`config.mk`:
```
export PLATFORM = sky130hd
export DESIGN_NAME = membrane_accumulator
export DESIGN_NICKNAME = d
export VERILOG_FILES = /design/src/rtl/membrane_accumulator.sv
export SDC_FILE = /design/constraint.sdc
export NUM_CORES = 1
export LEC_CHECK = 0
export CORE_MARGIN = 2
export CORE_UTILIZATION = 40
export DETAILED_ROUTE_END_ITERATION = 6
export GPL_TIMING_DRIVEN = 0
export SLEW_MARGIN = 0
export SYNTH_ARGS = -nofsm -noshare
export SYNTH_HDL_FRONTEND = slang
export SYNTH_SLANG_ARGS = --single-unit
```
`constraint.sdc`:
```
create_clock -name clk -period 12 [get_ports clk]
set_clock_uncertainty 0.05 [all_clocks]
set_input_delay 2.4 -clock clk [delete_from_list [all_inputs] [get_ports clk]]
set_output_delay 2.4 -clock clk [all_outputs]
set_load 0.02 [all_outputs]
```
`src/rtl/membrane_accumulator.sv`:
```
// rtl/membrane_accumulator.sv - leaky integrate-and-fire membrane accumulator with refractory period
module membrane_accumulator #(
    parameter int                 NUM_SYN = 8,
    parameter int                 LEAK    = 1,
    parameter int                 REFRAC  = 2,
    parameter logic signed [7:0]  V_RESET = 8'sd0
) (
    input  logic                      clk,
    input  logic                      rst_n,
    input  logic                      in_valid,
    output logic                      in_ready,
    input  logic [NUM_SYN-1:0]        in_spk,
    input  logic [8*NUM_SYN-1:0]      weights,
    input  logic                      spk_in,
    output logic signed [7:0]         acc_out,
    output logic                      out_valid
);

    localparam int IW = (NUM_SYN > 1) ? $clog2(NUM_SYN) : 1;
    localparam int CW = $clog2(REFRAC + 2);

    typedef enum logic [2:0] {
        S_IDLE,
        S_ACCUM,
        S_LEAK,
        S_CHECK,
        S_REFRAC
    } state_t;

    state_t                 state, state_nxt;
    logic signed [7:0]      acc;
    logic [IW-1:0]          idx;
    logic [CW-1:0]          cnt;
    logic [NUM_SYN-1:0]     spk_q;
    logic [8*NUM_SYN-1:0]   w_q;

    logic signed [7:0]      w_sel;
    logic                   s_sel;
    logic signed [8:0]      sum9;
    logic signed [7:0]      acc_sat;
    logic signed [7:0]      acc_leak;
    logic                   idx_last;

    assign acc_out  = acc;
    assign idx_last = (idx == IW'(NUM_SYN - 1));

    // Select the current synapse's latched spike bit and weight
    always_comb begin
        w_sel = '0;
        s_sel = 1'b0;
        for (int i = 0; i < NUM_SYN; i++) begin
            if (int'(idx) == i) begin
                w_sel = w_q[8*i +: 8];
                s_sel = spk_q[i];
            end
        end
    end

    // Saturating add in 9 bits, then leak toward zero without crossing it
    always_comb begin
        sum9 = {acc[7], acc} + {w_sel[7], w_sel};
        if (sum9 > 9'sd127) begin
            acc_sat = 8'sd127;
        end else if (sum9 < -9'sd128) begin
            acc_sat = -8'sd128;
        end else begin
            acc_sat = sum9[7:0];
        end

        acc_leak = acc;
        if (acc > 8'sd0) begin
            acc_leak = (int'(acc) > LEAK) ? acc - 8'(LEAK) : 8'sd0;
        end else if (acc < 8'sd0) begin
            acc_leak = (-int'(acc) > LEAK) ? acc + 8'(LEAK) : 8'sd0;
        end
    end

    // Next-state logic and handshake/strobe outputs
    always_comb begin
        state_nxt = state;
        in_ready  = 1'b0;
        out_valid = 1'b0;
        case (state)
            S_IDLE: begin
                in_ready = 1'b1;
                if (in_valid) state_nxt = S_ACCUM;
            end
            S_ACCUM: begin
                if (idx_last) state_nxt = S_LEAK;
            end
            S_LEAK: begin
                state_nxt = S_CHECK;
            end
            S_CHECK: begin
                out_valid = 1'b1;
                if (spk_in && (REFRAC > 0)) state_nxt = S_REFRAC;
                else                        state_nxt = S_IDLE;
            end
            S_REFRAC: begin
                if (cnt <= CW'(1)) state_nxt = S_IDLE;
            end
            default: state_nxt = S_IDLE;
        endcase
    end

    // State register and membrane datapath
    always_ff @(posedge clk) begin
        if (!rst_n) begin
            state <= S_IDLE;
            acc   <= '0;
            idx   <= '0;
            cnt   <= '0;
            spk_q <= '0;
            w_q   <= '0;
        end else begin
            state <= state_nxt;
            case (state)
                S_IDLE: begin
                    if (in_valid) begin
                        spk_q <= in_spk;
                        w_q   <= weights;
                        idx   <= '0;
                    end
                end
                S_ACCUM: begin
                    if (s_sel) acc <= acc_sat;
                    if (!idx_last) idx <= idx + IW'(1);
                end
                S_LEAK: begin
                    acc <= acc_leak;
                end
                S_CHECK: begin
                    if (spk_in) begin
                        acc <= V_RESET;
                        cnt <= CW'(REFRAC);
                    end
                end
                S_REFRAC: begin
                    cnt <= cnt - CW'(1);
                end
                default: ;
            endcase
        end
    end

endmodule

```
==> flow_results.xml <==
<?xml version="1.0" encoding="UTF-8"?>
<metrics>
  <group name="outcome">
    <metric name="run_status" unit="">complete, no violations</metric>
  </group>
  <group name="critical_path">
    <metric name="critPathMostFrequentCell" unit="">clkbuf_1</metric>
    <metric name="critPathCaptureType" unit="">register</metric>
    <metric name="timing.critical_path.cells" unit="">inv_1 &gt; ha_1 &gt; clkbuf_1 &gt; clkbuf_1 &gt; clkbuf_1 &gt; nor2_1 &gt; nor2_1 &gt; a2bb2oi_1 &gt; o21ai_0 &gt; ha_1 &gt; fa_1 &gt; nand3_1 &gt; a31oi_1 &gt; o41ai_1 &gt; a31oi_1 &gt; a2bb2oi_1 &gt; a21oi_1</metric>
    <metric name="critical_path.startpoint_type" unit="">register</metric>
    <metric name="critPathTopFamily" unit="">compound AO/OA/AOI/OAI gates</metric>
    <metric name="worst_ep_required_time" unit="ns">12.16</metric>
    <metric name="criticalPathCategory" unit="">reg2reg</metric>
    <metric name="cp.depth" unit="">17</metric>
    <metric name="rr_startpoint" unit="">idx[1]</metric>
    <metric name="critPathLaunch" unit="">idx[1]</metric>
    <metric name="critical-path-slowest-cell" unit="">o41ai_1</metric>
    <metric name="reg2reg_depth" unit="">17</metric>
    <metric name="arr_time_crit_path" unit="ns">5.13</metric>
    <metric name="critical_path.n_buffers_inverters" unit="">4</metric>
    <metric name="critPathMaxStageDelay" unit="ns">0.54</metric>
    <metric name="worst-path-max-fanout" unit="">10</metric>
  </group>
  <group name="global_routing">
    <metric name="global_route_wire_length_before_repair" unit="um">23400</metric>
    <metric name="grt_start_max_net_pins" unit="">18</metric>
    <metric name="grt_total_ovfl" unit="">0</metric>
    <metric name="groute.usage.overall" unit="%">20.6</metric>
    <metric name="grt_antenna_before_repair" unit="">0</metric>
    <metric name="number_of_global_route_vias_before_repair" unit="">4893</metric>
  </group>
  <group name="cells_and_area">
    <metric name="antennaDiodeCount" unit="">0</metric>
    <metric name="synthToLayoutAreaGrowth" unit="%">26.6</metric>
    <metric name="nNetsFinal" unit="">869</metric>
    <metric name="drive_gt1_share" unit="%">3.52</metric>
  </group>
  <group name="clock_tree">
    <metric name="tritoncts.num_buffers" unit="">9</metric>
    <metric name="max-clock-path-buffers" unit="">2</metric>
    <metric name="cts_num_sinks" unit="">88</metric>
    <metric name="cts.clk_slew.worst_paths" unit="ns">0.06</metric>
    <metric name="postCtsHoldBufs" unit="">0</metric>
    <metric name="worstSkewPairLatency" unit="ns">0.34</metric>
    <metric name="clock-root-buffer" unit="">clkbuf_16</metric>
    <metric name="postCtsSetupRepairBufs" unit="">0</metric>
    <metric name="tritoncts_clock_tree" unit="">done</metric>
    <metric name="cts_htree_levels" unit="">3</metric>
    <metric name="postCtsResizedCells" unit="">0</metric>
  </group>
  <group name="routing">
    <metric name="drt_pass1_iterations" unit="">4</metric>
    <metric name="number_of_antenna_violating_nets_in_the_routed_design" unit="">0</metric>
    <metric name="num_vias" unit="">4913</metric>
    <metric name="routedWlPerCell" unit="um">15.0</metric>
    <metric name="drt_iter0_drc" unit="">255</metric>
    <metric name="drt-total-wl" unit="um">14100</metric>
    <metric name="drc" unit="">0</metric>
    <metric name="vias_per_cell" unit="">5.23</metric>
  </group>
  <group name="power">
    <metric name="maximum_vdd_drop" unit="mV">0.0794</metric>
    <metric name="power-per-cell-area" unit="mW/mm2">130</metric>
    <metric name="total_switching_power" unit="mW">0.248</metric>
    <metric name="sequentialPowerShare" unit="%">38.2</metric>
    <metric name="design_power_total" unit="mW">0.852</metric>
    <metric name="total_leakage_power" unit="nW">2.49</metric>
    <metric name="power_report.internal_total" unit="mW">0.604</metric>
    <metric name="power.combinational.fraction" unit="%">25.8</metric>
    <metric name="power_frac_clock" unit="%">36.0</metric>
    <metric name="power_switching_share" unit="%">29.1</metric>
  </group>
  <group name="floorplanning">
    <metric name="floorplan.core_area" unit="mm2">0.0126</metric>
    <metric name="design.portCount" unit="">86</metric>
    <metric name="std_cell_rows" unit="">41</metric>
    <metric name="die_area" unit="mm2">0.0139</metric>
    <metric name="initial_utilization" unit="%">41.0</metric>
    <metric name="chipHeight" unit="um">118</metric>
    <metric name="die_x" unit="um">118</metric>
  </group>
  <group name="timing">
    <metric name="rsz0062_at_grt" unit="">false</metric>
    <metric name="worst_slew_slack_as_a_fraction_of_its_limit" unit="%">55.2</metric>
    <metric name="setup_violations" unit="">0</metric>
    <metric name="final_min_period_over_clock_period" unit="%">41.3</metric>
    <metric name="hold_violations" unit="">0</metric>
    <metric name="max_freq" unit="MHz">202</metric>
    <metric name="final.setup.tns" unit="ns">0</metric>
    <metric name="post_layout_min_period" unit="ns">4.96</metric>
    <metric name="timing.final.max_slew_violations" unit="">0</metric>
    <metric name="tightest_slew" unit="ns">0.669</metric>
  </group>
  <group name="yosys">
    <metric name="postSynthNetCount" unit="">774</metric>
    <metric name="synth_sequential_area_ratio" unit="%">34.1</metric>
    <metric name="synth.cell_area" unit="mm2">0.00517</metric>
    <metric name="synth_cells" unit="">668</metric>
    <metric name="synth_top_area_share" unit="%">34.1</metric>
    <metric name="number_of_warning_messages_in_the_yosys_log" unit="">0</metric>
    <metric name="synth.area.top_cells" unit="">dfxtp_1 34%, nand2_1 13%, a21boi_0 11%, ha_1 7.0%, o21ai_0 4.6%</metric>
    <metric name="library_cell_occupying_the_most_area_in_the_post_synthesis_netlist" unit="">dfxtp_1</metric>
    <metric name="syn-mean-instance-area" unit="um2">7.74</metric>
    <metric name="async_flop_share" unit="%">0</metric>
    <metric name="synth-edff-count" unit="">0</metric>
    <metric name="synth.ff_latch_count" unit="">88</metric>
    <metric name="synth_cell_type_count" unit="">57</metric>
    <metric name="postSynth.topFlopCell" unit="">dfxtp_1</metric>
  </group>
  <group name="place">
    <metric name="placement.io_buffers" unit="">84</metric>
    <metric name="dpl.hpwl" unit="um">11000</metric>
    <metric name="gpl.final_weighted_congestion" unit="">0.832</metric>
  </group>
  <group name="hold_path">
    <metric name="worst_hold_launch" unit="">spk_q[5]</metric>
    <metric name="hp-class" unit="">reg2reg</metric>
    <metric name="hold_depth" unit="">2</metric>
  </group>
  <group name="job">
    <metric name="maxCapViolations" unit="">0</metric>
  </group>
</metrics>
## worst min-delay path, delay by kind of cell (launching register included)
| family | cells | cell delay, ns |
|---|---|---|
| flops | 1 | 0.31 |
| compound gates | 1 | 0.06 |
| simple gates | 1 | 0.04 |
## layer usage
| metal | track usage [%] | up-vias | wire (um) |
|---|---|---|---|
| li1 | - | 2511 | - |
| met1 | 26.7 | 2267 | 6530 |
| met2 | 35.5 | 115 | 6790 |
| met3 | 3.05 | 20 | 552 |
| met4 | 5.95 | 0 | 223 |
| met5 | 0 | - | 0 |
## final timing paths
path                 to  slack [ns]
max          acc_out[0]        7.04
min            spk_q[5]        0.41
min reg2reg    spk_q[5]        0.41
max reg2reg  acc_out[0]        7.04
## cell type report
| type | instances | area, um2 |
|---|---|---|
| Buffer | 50 | 196 |
| Clock buffer | 12 | 256 |
| Clock inverter | 3 | 65.1 |
| Fill cell | 1269 | 6070 |
| Inverter | 14 | 52.6 |
| Multi-Input combinational cell | 516 | 3160 |
| Sequential cell | 88 | 1760 |
| Tap cell | 172 | 215 |
| Timing Repair Buffer | 84 | 841 |
## cell families (layout without fill, tap and decap cells)
kind of cell | after synthesis | after routing | share of synthesized area [%]
adders and majority gates | 30 | 30 | 7.40
and+or+nand+nor | 260 | 260 | 23.4
AOI/OAI and AO/OA | 207 | 207 | 26.9
muxes | 6 | 6 | 1.19
DFF | 88 | 88 | 34.1
xor gates and xnor gates | 13 | 13 | 2.20
buffers and inverters | 64 | 163 | 4.81
## synthesized netlist by cell type (2+ instances only)
library cell,n
buf_2,4
nor2_4,2
o211ai_1,2
nand2_1,180
a21boi_0,73
mux2i_1,5
a32oi_1,3
nand3_1,5
a2bb2oi_1,15
nor3b_1,2
nor2_1,14
nor2b_1,7
and3_1,2
o22ai_1,3
xor2_1,7
dfxtp_1,88
a21oi_1,32
clkbuf_1,44
a31oi_1,7
nand2b_1,10
xnor2_1,6
and4b_1,3
and2_1,3
nand4_1,9
o21a_1,3
o21ai_0,48
nor3_1,4
a22oi_1,8
inv_1,13
ha_1,29
a211oi_1,2
and3b_1,10
## placed cells by master, fill, tap and decap left out, drive strengths merged, types with 7 or more instances in the layout
cell type	Yosys	routed
nor2	16	16
nand2b	10	10
nand4	9	9
clkdlybuf4s50	0	84
a31oi	7	7
a2bb2oi	15	15
ha	29	29
and3b	10	10
xor2	7	7
dfxtp	88	88
a21boi	73	73
o21ai	48	48
nand2	180	180
a21oi	32	32
a22oi	8	8
inv	13	13
nor2b	7	7
clkbuf	44	56
## metrics by stage
stage          hold slack (ns)  instances  setup WS, ns  utilization (%)  area [um2]
2_1_floorplan            0.388        668          8.13                -        5170
3_3_place_gp             0.400        924          7.11             49.4        6230
3_5_place_dp             0.403        924          7.06             49.4        6230
4_1_cts                  0.411        939          7.04             51.9        6550
5_1_grt                  0.434        939          6.54             51.9        6550
6_report                 0.410        939          7.04             51.9        6550
## registers in the layout (all words and copies together) (netlist names)
register,cells
acc_out,8
state,3
w_q,64
idx,3
spk_q,8
cnt,2
## power by group through the flow
stage	Clock [mW]	Combinational (mW)	Sequential (mW)
after global routing	0.322	0.247	0.329
after CTS	0.309	0.221	0.326
after floorplan	0	0.143	0.332
final	0.306	0.220	0.326
after detailed placement	0	0.219	0.332
after global placement	0	0.212	0.332
(Power assumes the default switching activity.)
